### src/rtl/sw_alloc_rr.sv
// sw_alloc_rr -- wormhole switch allocator for the mesh router.
//
// Arbitrates NPORT input channels onto NPORT output ports. Each output port
// keeps a round-robin pointer, a packet lock (owner input + VC), and one
// downstream credit counter per VC. Grants are combinational from the
// current requests and registered state, so grant latency is zero cycles.
//
// Ports:
//   clk        clock, rising edge
//   rst_       asynchronous reset, active high
//   req        row i = one-hot output requested by input i (lowest bit wins)
//   req_vc     target output VC of input i's head flit
//   req_tail   input i's flit is a tail (head+tail for single-flit packets)
//   credit_in  one-cycle credit return pulse, bit j*NVC+v
//   grt        row i = one-hot output granted to input i
//   grt_vc     VC used by input i's granted flit
//   vc_rdy     credit count of output j VC v is nonzero
//   out_lck    output j locked to a packet in progress
//   err        sticky credit-overflow flag

// Per-output arbiter: lock/owner state, RR pointer and VC credit counters.
module sw_alloc_out #(
  parameter int NPORT   = 5,
  parameter int NVC     = 2,
  parameter int CREDITS = 4,
  parameter int VCW     = 1,
  parameter int CW      = 3,
  parameter int PW      = 3
) (
  input  logic                      clk,
  input  logic                      rst_i,
  input  logic [NPORT-1:0]          rq_i,     // inputs requesting this output
  input  logic [NPORT-1:0][VCW-1:0] rvc_i,
  input  logic [NPORT-1:0]          rtail_i,
  input  logic [NVC-1:0]            cin_i,
  output logic [NPORT-1:0]          gnt_o,
  output logic [VCW-1:0]            gvc_o,
  output logic                      lck_o,
  output logic [NVC-1:0]            rdy_o,
  output logic                      ovf_o
);
  logic [NVC-1:0][CW-1:0] cnt_q, cnt_d;
  logic                   lck_q, lck_d;
  logic [PW-1:0]          own_q, own_d;
  logic [VCW-1:0]         lvc_q, lvc_d;
  logic [PW-1:0]          ptr_q, ptr_d;
  logic                   ovf_q, ovf_d;

  logic [(1<<VCW)-1:0]    rdy_x;  // rdy padded so any VC code indexes safely
  logic [NPORT-1:0]       elig;
  logic                   found;
  logic [PW-1:0]          gidx;
  logic [VCW-1:0]         gvc;
  logic                   gtail;

  always_comb begin
    for (int v = 0; v < NVC; v++) rdy_o[v] = (cnt_q[v] != '0);
  end

  always_comb begin
    rdy_x = '0;
    rdy_x[NVC-1:0] = rdy_o;
  end

  // Locked: only the owner may continue, on the locked VC.
  always_comb begin
    elig = '0;
    for (int i = 0; i < NPORT; i++) begin
      if (lck_q) elig[i] = rq_i[i] && (own_q == PW'(i)) && rdy_x[lvc_q];
      else       elig[i] = rq_i[i] && rdy_x[rvc_i[i]];
    end
  end

  // First eligible input at or after ptr_q, wrapping.
  always_comb begin
    found = 1'b0;
    gidx  = '0;
    for (int k = 0; k < NPORT; k++) begin
      int idx;
      idx = int'(ptr_q) + k;
      if (idx >= NPORT) idx = idx - NPORT;
      if (!found && elig[idx]) begin
        found = 1'b1;
        gidx  = PW'(idx);
      end
    end
  end

  always_comb begin
    gnt_o = '0;
    gvc   = '0;
    gtail = 1'b0;
    if (found && !rst_i) begin
      gnt_o[gidx] = 1'b1;
      gvc         = lck_q ? lvc_q : rvc_i[gidx];
      gtail       = rtail_i[gidx];
    end
  end

  assign gvc_o = gvc;
  assign lck_o = lck_q;
  assign ovf_o = ovf_q;

  always_comb begin
    lck_d = lck_q;
    own_d = own_q;
    lvc_d = lvc_q;
    ptr_d = ptr_q;
    ovf_d = ovf_q;
    cnt_d = cnt_q;
    if (found) begin
      if (gtail) begin
        lck_d = 1'b0;
        ptr_d = (gidx == PW'(NPORT-1)) ? '0 : gidx + PW'(1);
      end else if (!lck_q) begin
        lck_d = 1'b1;
        own_d = gidx;
        lvc_d = gvc;
      end
    end
    for (int v = 0; v < NVC; v++) begin
      logic dec;
      dec = found && (gvc == VCW'(v));
      if (dec && !cin_i[v]) begin
        cnt_d[v] = cnt_q[v] - CW'(1);
      end else if (cin_i[v] && !dec) begin
        if (cnt_q[v] == CW'(CREDITS)) ovf_d = 1'b1;
        else                          cnt_d[v] = cnt_q[v] + CW'(1);
      end
    end
  end

  always_ff @(posedge clk or posedge rst_i) begin
    if (rst_i) begin
      cnt_q <= {NVC{CW'(CREDITS)}};
      lck_q <= 1'b0;
      own_q <= '0;
      lvc_q <= '0;
      ptr_q <= '0;
      ovf_q <= 1'b0;
    end else begin
      cnt_q <= cnt_d;
      lck_q <= lck_d;
      own_q <= own_d;
      lvc_q <= lvc_d;
      ptr_q <= ptr_d;
      ovf_q <= ovf_d;
    end
  end
endmodule

module sw_alloc_rr #(
  parameter int NPORT   = 5,
  parameter int NVC     = 2,
  parameter int CREDITS = 4,
  parameter int VCW     = (NVC > 1) ? $clog2(NVC) : 1,
  parameter int CW      = $clog2(CREDITS+1)
) (
  input  logic                   clk,
  input  logic                   rst_,
  input  logic [NPORT*NPORT-1:0] req,
  input  logic [NPORT*VCW-1:0]   req_vc,
  input  logic [NPORT-1:0]       req_tail,
  input  logic [NPORT*NVC-1:0]   credit_in,
  output logic [NPORT*NPORT-1:0] grt,
  output logic [NPORT*VCW-1:0]   grt_vc,
  output logic [NPORT*NVC-1:0]   vc_rdy,
  output logic [NPORT-1:0]       out_lck,
  output logic                   err
);
  localparam int PW = (NPORT > 1) ? $clog2(NPORT) : 1;

  logic [NPORT-1:0][NPORT-1:0] req_a, req_lo, col, gcol, grt_a;
  logic [NPORT-1:0][VCW-1:0]   rvc_a, gvc_a, gvc_o;
  logic [NPORT-1:0][NVC-1:0]   cin_a, rdy_a;
  logic [NPORT-1:0]            ovf;

  assign req_a = req;
  assign rvc_a = req_vc;
  assign cin_a = credit_in;

  // Multi-hot rows: isolate the lowest set bit.
  always_comb begin
    for (int i = 0; i < NPORT; i++) req_lo[i] = req_a[i] & (~req_a[i] + 1'b1);
  end

  // Transpose row-per-input to column-per-output and back.
  always_comb begin
    for (int i = 0; i < NPORT; i++)
      for (int j = 0; j < NPORT; j++) begin
        col[j][i]   = req_lo[i][j];
        grt_a[i][j] = gcol[j][i];
      end
  end

  // An input requests at most one output, so OR-reducing the VCs is exact.
  always_comb begin
    gvc_a = '0;
    for (int i = 0; i < NPORT; i++)
      for (int j = 0; j < NPORT; j++)
        if (gcol[j][i]) gvc_a[i] = gvc_a[i] | gvc_o[j];
  end

  genvar j;
  generate
    for (j = 0; j < NPORT; j++) begin : g_out
      sw_alloc_out #(
        .NPORT(NPORT), .NVC(NVC), .CREDITS(CREDITS),
        .VCW(VCW), .CW(CW), .PW(PW)
      ) u_out (
        .clk    (clk),
        .rst_i  (rst_),
        .rq_i   (col[j]),
        .rvc_i  (rvc_a),
        .rtail_i(req_tail),
        .cin_i  (cin_a[j]),
        .gnt_o  (gcol[j]),
        .gvc_o  (gvc_o[j]),
        .lck_o  (out_lck[j]),
        .rdy_o  (rdy_a[j]),
        .ovf_o  (ovf[j])
      );
    end
  endgenerate

  assign grt    = grt_a;
  assign grt_vc = gvc_a;
  assign vc_rdy = rdy_a;
  assign err    = |ovf;
endmodule

### config.mk
export PLATFORM = sky130hd
export DESIGN_NAME = sw_alloc_rr
export DESIGN_NICKNAME = d
export VERILOG_FILES = /design/src/rtl/sw_alloc_rr.sv
export SDC_FILE = /design/constraint.sdc
export NUM_CORES = 1
export LEC_CHECK = 0
export BUFFER_PORTS_ARGS = -buffer_cell sky130_fd_sc_hd__buf_2
export CORE_AREA = 10 10 176 178
export CTS_CLUSTER_DIAMETER = 100
export DETAILED_ROUTE_END_ITERATION = 6
export DIE_AREA = 0 0 186 188
export GPL_ROUTABILITY_DRIVEN = 0
export PLACE_DENSITY = 0.66
export SLEW_MARGIN = 20
export SYNTH_ARGS = -nofsm -noshare
export SYNTH_HDL_FRONTEND = slang
export SYNTH_SLANG_ARGS = --single-unit
### constraint.sdc
create_clock -name clk -period 6.65 [get_ports clk]
set_input_delay 0.3325 -clock clk [delete_from_list [all_inputs] [get_ports clk]]
set_output_delay 0.3325 -clock clk [all_outputs]
set_load 0.01 [all_outputs]
==> results of run 1 <==
[critical path: stages, from the launching register on]
cell,delay (ns)
dfrtp_1,0.60
inv_1,0.33
ha_1,0.34
ha_1,0.46
inv_1,0.11
o31ai_1,0.36
xnor2_1,0.26
mux2_2,0.42
a221oi_4,0.31
o21ba_4,0.22
a311oi_4,0.64
nor2_1,0.07
or3_1,0.34
o22ai_2,0.16
o31a_2,0.23
ha_1,0.24
inv_1,0.09
fa_1,0.42
a211oi_1,0.23
a21oi_1,0.06
o21ai_0,0.16
o31ai_1,0.10
[registers in the layout (all words and copies together) (netlist names)]
| register | cells |
|---|---|
| g_out.u_out.cnt_q | 30 |
| g_out.u_out.lck_o | 5 |
| g_out.u_out.lvc_q | 5 |
| g_out.u_out.ovf_o | 5 |
| g_out.u_out.own_q | 15 |
| g_out.u_out.ptr_q | 15 |
[metrics by stage]
step                utilization, %  hold slack, ns
detailed placement            46.7           0.485
global route                  47.9           0.393
CTS                           47.8           0.362
finish                        47.9           0.362
floorplan                        -           0.448
global placement              46.7           0.488
[worst max path at each step]
stage | start | end | slack, ns | cells after the start
after floorplan | g_out[4].u_out.ptr_q[0] | g_out[4].u_out.cnt_q[2] | 1.02 | 23
after global placement | g_out[3].u_out.ptr_q[0] | g_out[3].u_out.cnt_q[5] | 0.75 | 21
after detailed placement | g_out[3].u_out.ptr_q[0] | g_out[3].u_out.cnt_q[5] | 0.56 | 21
after CTS | g_out[3].u_out.ptr_q[0] | g_out[3].u_out.cnt_q[5] | 0.54 | 21
after global routing | g_out[3].u_out.ptr_q[0] | g_out[3].u_out.cnt_q[5] | 0.01 | 21
final | g_out[3].u_out.ptr_q[0] | g_out[3].u_out.cnt_q[5] | 0.42 | 21
[metal layers]
metal,part of all wire (%),global-route usage (%)
met1,42,28.6
met2,46,35.1
met3,7.0,3.52
met4,5.0,11.7
met5,0,0
[layout make-up]
type / count / area share, %
flip-flops and latches: 75 / 14.4
clock inverters: 5 / 0.590
multi-input cells: 1236 / 71.6
inverters: 140 / 4.03
repair buffers: 105 / 4.27
well taps: 346 / 3.29
clock buffers: 11 / 1.85
[cells in the final DEF, fill, tap and decap left out, types with 13 or more instances in the layout]
cell / n
o22ai_1: 15
inv_1: 132
mux2i_1: 45
a211oi_1: 31
a21oi_1: 88
nor3_1: 59
nand2_1: 93
nor2b_1: 20
dfrtp_1: 65
nand3_1: 25
fa_1: 15
a31oi_1: 20
o21ai_0: 81
xor2_1: 13
xnor2_1: 33
or3_1: 16
nor4_1: 39
buf_2: 92
o211ai_1: 25
a21o_1: 20
a2111oi_0: 13
and3_1: 16
nor2_1: 108
and2_1: 13
o21a_1: 13
nand2b_1: 24
ha_1: 72
mux2_2: 19
o31ai_1: 19
[synth_stat cells, types with 10 or more instances]
master and n:
mux2_4 11, or2_2 11, nand2_1 93, o21ai_0 81
xor2_1 13, o21a_1 13, nor4_1 39, nor3b_1 10
a211oi_1 31, dfrtp_1 65, xnor2_1 33, and3_1 16
a22oi_1 12, inv_1 133, ha_1 72, a21oi_1 88
a2111oi_0 13, fa_1 15, mux2_2 19, clkbuf_1 23
mux2i_1 46, nand3_1 25, o31ai_1 19, dfstp_2 10
and2_1 13, nor3_1 59, a31oi_1 20, nor2b_1 20
or3_1 16, a21o_1 20, nand2b_1 24, buf_2 23
o211ai_1 25, nor2_1 108, o22ai_1 15
[cells by family (layout without fill, tap and decap cells)]
| family | count (synthesis) | in the layout | share of synthesized area, % |
|---|---|---|---|
| and+or+nand+nor | 526 | 526 | 25.1 |
| AOI/OAI and AO/OA | 491 | 491 | 31.2 |
| buffers and inverters | 202 | 261 | 6.98 |
| adders and majority gates | 87 | 87 | 9.89 |
| muxes | 86 | 86 | 7.93 |
| DFF | 75 | 75 | 15.6 |
| xor gates and xnor gates | 46 | 46 | 3.32 |
==> out/metrics.cfg, run 1 <==
[outcome]
status=finished, final reports clean

[finish]
regArea_mm2=0.00189
instances_no_fill=1918
multiInputGateArea_mm2=0.00941
areaGrowthSynthToFinish_pct=8.24
nets=1701
antenna_cells=0
final_area_mm2=0.0131
drive_gt1_share_pct=17.5
fill_cells=2728

[placed_design]
pre_cts_slack_ns=0.557
hpwlAfterDp_um=31500
dpl_cell_area_mm2=0.0128
port-buffer-count=92
placedCellCount=1902

[clock_tree]
ctsResizeCount=0
cts_hold_buffers=0
cts_made_buffers=9
cts_tree=done
cts_buffer_depth=2
clk_pin_slew_worst_paths_ns=0.06
cts_num_sinks=75
insertion_delay_ns=0.36
root_buffer=clkbuf_16
cts_setup_buffers=0
ctsHtreeMaxLevel=3

[synthesis]
ys_async_sr_fraction_pct=100
synth_edf_count=0
synth_area_leaders=dfrtp_1, ha_1, inv_1
ys_ff_latch=75
synth_top_area_share_pct=13.4
synth_area_mm2=0.0121
syn_avg_cell_area_um2=8.03
yosysSeqAreaShare_pct=15.6
synth_flop_cell=dfrtp_1
synthDistinctLibCells=143
syn_inst=1513
synth_nets=1647
yosys_warnings=0
synth_largest_area_cell=dfrtp_1

[timing]
setup_violations=0
setup_slack_ns=0.417
rsz0062_at_grt=no
fin_tns_setup_ns=0
max_freq_mhz=160
max_slew_margin_pct=35.1
finalClockSkew_ns=0.00475
final_hold_viol_count=0
final_max_slew_viol_count=0
min_period_over_period_pct=93.7
worst_slew_pin_slew_ns=0.965
layout_min_cycle_time_ns=6.23

[run]
max_cap_viol_count=0

[worst_hold_path]
hp-class=in2reg
hold-path-endpoint=g_out[2].u_out.ovf_o
min_path_cells=3
min-delay-start=credit_in[4]

[routing]
firstDrtPassIters=6
vias=12188
drt_wl_total_um=39800
viasPerCell=6.35
antenna_left=0
wire_per_inst_um=20.7
drc=0
drtIter0Drc=1214

[worst_setup_path]
reg2regPathDepth=21
endpoint_kind=flop
regToRegSetupSlack_ns=0.42
r2r-start=g_out[3].u_out.ptr_q[0]
crit_arrival_ns=6.51
critPathMaxFanout=15
worstPathRequired_ns=6.93
startpoint_type=flop
path_class=reg2reg
rr_endpoint=g_out[3].u_out.cnt_q[5]

[global_routing]
grt_pass1_vias=11893
grt_overflow=0
grt_use_total_pct=22.3
grt_antenna_before_repair=0
grt_pass1_wl_um=63400
grt_max_degree=77

[die]
die_h_um=188
initial_core_util_pct=44.2
die-width_um=186
die-area_mm2=0.0350
ios=93
std_cell_rows=61
coreArea_mm2=0.0275

Power of run 1 is not shown: default switching activity piles up to over one toggle a cycle in this logic, so the estimate is an artifact.
==> inputs of run 2 (changes only) <==
--- a/config.mk
+++ b/config.mk
@@ -11,7 +11,7 @@
 export DETAILED_ROUTE_END_ITERATION = 6
 export DIE_AREA = 0 0 186 188
 export GPL_ROUTABILITY_DRIVEN = 0
-export PLACE_DENSITY = 0.66
+export PLACE_DENSITY = 0.7
 export SLEW_MARGIN = 20
 export SYNTH_ARGS = -nofsm -noshare
 export SYNTH_HDL_FRONTEND = slang
==> run 2 against run 1 <==
  * The run now ends with design-rule violations left
  * Routed wire length rose by 0.17%
  * Register-to-register slack got worse by 0.03 ns
  * Worst hold slack lost 0.0033 ns
==> out/metrics.cfg, run 2 (synthesized netlist as in run 1, its figures left out) <==
[routing]
antenna_left=0
wire_per_inst_um=20.8
drc=2
drtIter0Drc=1241
vias=12332
firstDrtPassIters=7
viasPerCell=6.43
drt_wl_total_um=39900

[worst_setup_path]
crit_arrival_ns=6.55
rr_endpoint=g_out[4].u_out.cnt_q[2]
worstPathRequired_ns=6.93
startpoint_type=flop
max_stage_delay_ns=0.51
regToRegSetupSlack_ns=0.39
cp_cell_sequence=inv_1, ha_1, a21boi_0, nand2_1, o21a_1, and3_1, o211a_1, o2bb2ai_1, nand2_1, a32oi_4, mux2_1, mux2_4, mux2_2, a21oi_2, and2_1, ha_1, inv_1, fa_1, a211oi_1, a21oi_1, o21ai_0, o31ai_1
cpMaxStageDelayCell=a21boi_0
crit_start=g_out[4].u_out.ptr_q[1]
crit_end=g_out[4].u_out.cnt_q[2]
endpoint_kind=flop
reg2regPathDepth=22
r2r-start=g_out[4].u_out.ptr_q[1]
path_class=reg2reg
critPathMaxFanout=9

[clock_tree]
cts_hold_buffers=0
cts_tree=done
cts_buffer_depth=2
root_buffer=clkbuf_16
insertion_delay_ns=0.36
clk_pin_slew_worst_paths_ns=0.07
cts_num_sinks=75
ctsHtreeMaxLevel=3
cts_made_buffers=9

[outcome]
status=finished with violations
violations=design-rule violations

[placed_design]
port-buffer-count=92
hpwlAfterDp_um=31200

[timing]
fin_tns_setup_ns=0
min_period_over_period_pct=94.2
max_slew_margin_pct=35.9
final_hold_viol_count=0
layout_min_cycle_time_ns=6.26
finalClockSkew_ns=0.00681
setup_violations=0
max_freq_mhz=160
rsz0062_at_grt=no
worst_slew_pin_slew_ns=0.955
final_max_slew_viol_count=0

[global_routing]
grt_overflow=0
grt_use_total_pct=22.1
grt_pass1_wl_um=63100
grt_pass1_vias=11744
grt_antenna_before_repair=0
grt_max_degree=77

[die]
ios=93
initial_core_util_pct=44.2
std_cell_rows=61
die_h_um=188
die-width_um=186
coreArea_mm2=0.0275
die-area_mm2=0.0350

[finish]
fill_cells=2689
antenna_cells=0
areaGrowthSynthToFinish_pct=8.40
largest_register_ffs=30
final_cell_mix=inv_1, nor2_1, nand2_1
final_common_cell=inv_1
biggestRegsByFlops=g_out.u_out.cnt_q x30, g_out.u_out.own_q x15, g_out.u_out.ptr_q x15
nets=1701
top_register=g_out.u_out.cnt_q
drive_gt1_share_pct=17.6

[worst_hold_path]
hp-class=in2async

[run]
max_cap_viol_count=0

## run 2: cell count changes in the layout (fill, tap and decap cells not counted), sizes merged
| cell | before | now |
|---|---|---|
| clkinv | 6 | 7 |
| clkinvlp | 1 | 0 |
| clkbuf | 11 | 10 |
| inv | 136 | 137 |
## run 2: final cells by class
class	count	area, um^2	area share (%)
clock buffer	10	239	1.81
clock inverter	6	97.6	0.741
timing repair buffer	105	562	4.27
sequential	75	1890	14.3
inverter	140	531	4.03
tap	346	433	3.29
multi-input combinational	1236	9420	71.5
## run 2: metal layers
| metal | GRT usage, % | part of all wire [%] | wire (um) | vias up |
|---|---|---|---|---|
| li1 | - | - | - | 5825 |
| met1 | 27.8 | 43 | 16900 | 5902 |
| met2 | 35.8 | 46 | 18300 | 501 |
| met3 | 3.71 | 6.9 | 2760 | 104 |
| met4 | 10.7 | 4.6 | 1850 | 0 |
| met5 | 0 | 0 | 0 | - |
## run 2: worst max-delay path, delay by kind of cell, from the launching register on
| family | cells | cell delay, ns |
|---|---|---|
| and+or+nand+nor | 4 | 0.76 |
| adders and majority gates | 3 | 1.04 |
| DFF | 1 | 0.50 |
| AOI/OAI and AO/OA | 10 | 2.63 |
| buffers and inverters | 2 | 0.31 |
| muxes | 3 | 0.94 |
## run 2: how the worst min path moves through the flow
stage                         start                 endpoint  slack [ns]  cells after the start
2_1_floorplan  g_out[2].u_out.ovf_o     g_out[2].u_out.ovf_o        0.45                      1
3_3_place_gp   g_out[2].u_out.ovf_o     g_out[2].u_out.ovf_o        0.49                      1
3_5_place_dp   g_out[0].u_out.ovf_o     g_out[0].u_out.ovf_o        0.49                      1
4_1_cts                credit_in[5]     g_out[2].u_out.ovf_o        0.36                      3
5_1_grt                credit_in[2]     g_out[1].u_out.ovf_o        0.39                      3
6_report                       rst_  g_out[4].u_out.own_q[1]        0.36                      3
## run 2: stage by stage
stage / std cells / util [%] / worst slack [ns] / area [um^2] / hold slack (ns)
global placement: 1902 / 46.7 / 0.625 / 12800 / 0.490
floorplan: 1513 / - / 1.02 / 12100 / 0.448
detailed placement: 1902 / 46.7 / 0.430 / 12800 / 0.491
CTS: 1918 / 47.9 / 0.340 / 13200 / 0.358
global route: 1918 / 47.9 / 0.0360 / 13200 / 0.394
finish: 1918 / 47.9 / 0.385 / 13200 / 0.359
## run 2: what timing repair did
item / CTS / global route
setup endpoints to repair: 0 / 5
resized for setup: 0 / 3
buffers inserted: 0 / 0
Power of run 2 is left out for the same reason.
==> inputs of run 3 (changes only) <==
--- a/config.mk
+++ b/config.mk
@@ -6,13 +6,15 @@
 export NUM_CORES = 1
 export LEC_CHECK = 0
 export BUFFER_PORTS_ARGS = -buffer_cell sky130_fd_sc_hd__buf_2
-export CORE_AREA = 10 10 176 178
+export CORE_AREA = 10 10 160 162
 export CTS_CLUSTER_DIAMETER = 100
 export DETAILED_ROUTE_END_ITERATION = 6
-export DIE_AREA = 0 0 186 188
+export DIE_AREA = 0 0 170 172
 export GPL_ROUTABILITY_DRIVEN = 0
-export PLACE_DENSITY = 0.7
+export PLACE_DENSITY = 0.87
+export RECOVER_POWER = 50
 export SLEW_MARGIN = 20
 export SYNTH_ARGS = -nofsm -noshare
 export SYNTH_HDL_FRONTEND = slang
+export SYNTH_HIERARCHICAL = 1
 export SYNTH_SLANG_ARGS = --single-unit
==> run 3 against run 2 <==
  * The run now ends clean
  * Count of clock-buffer cells in the layout unchanged
  * Sequential cell count unchanged
  * Routed wire length is 7.3% higher
  * Register-to-register slack gained 0.17 ns
  * Synthesized cell count grew 9.1%
  * Critical path depth shrank 6
  * Global-route usage is 6.1 points higher
  * Core utilization increased by 15 points
  * Sequential share of layout area fell by 0.99 points
  * Worst hold slack better by 0.031 ns
  * Clock skew is 0.0018 ns higher
==> out/metrics.cfg, run 3 <==
[placed_design]
hpwlAfterDp_um=32800
pre_cts_slack_ns=0.634
port-buffer-count=92

[timing]
setup_violations=0
layout_min_cycle_time_ns=6.33
min_period_over_period_pct=95.1
final_max_slew_viol_count=0
fin_tns_setup_ns=0
worst_slew_pin_slew_ns=1.12
finalClockSkew_ns=0.00859
max_slew_margin_pct=24.9
setup_slack_ns=0.324
final_hold_viol_count=0
rsz0062_at_grt=no
max_freq_mhz=158

[synthesis]
synth_top_area_share_pct=12.2
synth_xor_area_share_pct=1.85
syn_avg_cell_area_um2=8.05
synth_commonest_cells=inv_1, nand2_1, o21ai_0, ha_1, nor2_1
synth_fa_ha_area_share_pct=10.1
synth_top_family_by_area=compound AO/OA/AOI/OAI gates
yosysSeqAreaShare_pct=14.2
ys_async_sr_fraction_pct=100
synth_edf_count=0
yosys_warnings=6
syn_inst=1650
yosys.area_share.simple_pct=27.8
synth_area_mm2=0.0133
ys_ff_latch=75
synth.area.mux_share_pct=6.27
synth.most_common_cell=inv_1
synth_largest_area_cell=dfrtp_1
synthDistinctLibCells=117
synth_nets=1798
synth_flop_cell=dfrtp_1
synth_area_leaders=dfrtp_1, ha_1, o21ai_0
synth_compound_area_share_pct=34.5

[die]
initial_core_util_pct=59.4
die_h_um=172
ios=93
die-area_mm2=0.0292
coreArea_mm2=0.0224
std_cell_rows=55
die-width_um=170

[finish]
areaGrowthSynthToFinish_pct=6.56
final_common_cell=inv_1
drive_gt1_share_pct=14.1
biggestRegsByFlops=g_out.u_out/cnt_q x30, g_out.u_out/own_q x15, g_out.u_out/ptr_q x15
fill_cells=1889
antenna_cells=0
nets=1864
top_register=g_out.u_out/cnt_q
largest_register_ffs=30
final_cell_mix=inv_1, nand2_1, o21ai_0

[worst_setup_path]
rr_endpoint=g_out[0].u_out/cnt_q[2]
cp_cell_sequence=inv_1, ha_1, a211o_1, or3_1, and2_4, o311ai_2, o211ai_1, o2111a_1, nor3_1, nor3_2, a211o_1, a41oi_2, nor2_1, a222oi_1, nand2_1, buf_2
crit_buf_inv=2
reg2regPathDepth=20
cpMaxStageDelayCell=a222oi_1
regToRegSetupSlack_ns=0.56
critPathMaxFanout=12
path_class=reg2out
endpoint_kind=output port
max_stage_delay_ns=0.81
crit_arrival_ns=5.99
startpoint_type=flop
worstPathRequired_ns=6.32
crit_top_cell=a211o_1
r2r-start=g_out[0].u_out/ptr_q[2]
cp_top_family=compound AO/OA/AOI/OAI gates

[clock_tree]
root_buffer=clkbuf_16
cts_tree=done
cts_num_sinks=75
cts_setup_buffers=0
cts_hold_buffers=0
clk_pin_slew_worst_paths_ns=0.07
cts_made_buffers=9
insertion_delay_ns=0.35
cts_buffer_depth=2
ctsHtreeMaxLevel=3

[worst_hold_path]
hold-path-endpoint=g_out[4].u_out/ovf_o
hp-class=in2reg
min_path_cells=3
min-delay-start=credit_in[9]

[run]
max_cap_viol_count=0

[routing]
drtIter0Drc=2195
drt_wl_total_um=42800
wire_per_inst_um=21.3
viasPerCell=7.17
firstDrtPassIters=7
antenna_left=0
drc=0
vias=14384

[global_routing]
met1_usage_pct=34.3
grt_pass1_wl_um=68200
grt_pass1_vias=13418
grt_antenna_before_repair=0
globalRouteMet2Util_pct=45.8
grt_overflow=0
grt_use_total_pct=28.3
grt_max_degree=28
use_met3_pct=7.27
busiest_layer=met2

[outcome]
status=finished, final reports clean

[run 3: cell count changes after synthesis, sizes merged, moves of 17 or more]
| cell | before | now |
|---|---|---|
| nor3 | 69 | 89 |
| nor2b | 20 | 41 |
| nor2 | 110 | 93 |
| o21ai | 86 | 105 |
| nand2 | 94 | 115 |
| a211o | 2 | 23 |
| xnor2 | 33 | 15 |
| ha | 72 | 91 |
| nand2b | 25 | 45 |
[run 3: layout make-up]
type | count | area (um^2) | share of cell area [%]
inverters | 126 | 473 | 3.34
repair buffers | 101 | 518 | 3.66
clock buffers | 10 | 239 | 1.69
multi-input cells | 1403 | 10600 | 74.9
clock inverters | 6 | 68.8 | 0.486
well taps | 285 | 357 | 2.52
flip-flops and latches | 75 | 1890 | 13.4
[run 3: worst max-delay path by stage]
stage,startpoint,to,depth (start not counted)
final,g_out[0].u_out/ptr_q[2],grt_vc[1],16
after CTS,g_out[0].u_out/ptr_q[0],grt_vc[0],17
after floorplan,g_out[0].u_out/ptr_q[2],g_out[0].u_out/cnt_q[2],22
after global placement,g_out[0].u_out/ptr_q[0],g_out[0].u_out/cnt_q[2],21
after global routing,g_out[0].u_out/ptr_q[2],grt_vc[2],16
after detailed placement,g_out[0].u_out/ptr_q[0],g_out[0].u_out/cnt_q[2],21
[run 3: cells by family (layout without fill, tap and decap cells)]
family / after synthesis / in the layout
xor gates and xnor gates: 28 / 28
buffers and inverters: 172 / 243
adders and majority gates: 101 / 101
and+or+nand+nor: 623 / 623
muxes: 77 / 77
AOI/OAI and AO/OA: 574 / 574
DFF: 75 / 75
[run 3: stage by stage]
| stage | area, um^2 | instances | hold slack, ns | util, % |
|---|---|---|---|---|
| after floorplan | 13300 | 1650 | 0.241 | - |
| after global placement | 13900 | 1990 | 0.466 | 62.3 |
| after detailed placement | 13900 | 1990 | 0.475 | 62.3 |
| after CTS | 14200 | 2006 | 0.227 | 63.7 |
| after global routing | 14200 | 2006 | 0.399 | 63.3 |
| final | 14200 | 2006 | 0.390 | 63.3 |
[run 3: worst reg2reg max path: stages, from the launching register on]
cell and delay (ns):
dfrtp_1 0.58, inv_1 0.24, ha_1 0.26, a211o_1 0.37, or3_1 0.41, and2_4 0.19
o311ai_2 0.38, o211ai_1 0.33, o2111a_1 0.34, nor3_1 0.44, nor3_2 0.20, a211o_1 0.34
a41oi_2 0.28, o22a_1 0.20, ha_1 0.23, inv_1 0.12, fa_1 0.43, a211oi_1 0.20
a21oi_1 0.06, o21ai_0 0.25, o31ai_1 0.16
[run 3: metal layers]
layer	vias to the layer above	part of all wire [%]
met1	6687	39
met5	-	0
met4	0	5.5
li1	6556	-
met2	926	44
met3	215	11
[run 3: what timing repair did]
action	4_1_cts	5_1_grt
gates resized for setup	0	4
endpoints found under the hold margin	0	0
setup endpoints to repair	0	6
Power of run 3 is left out for the same reason.
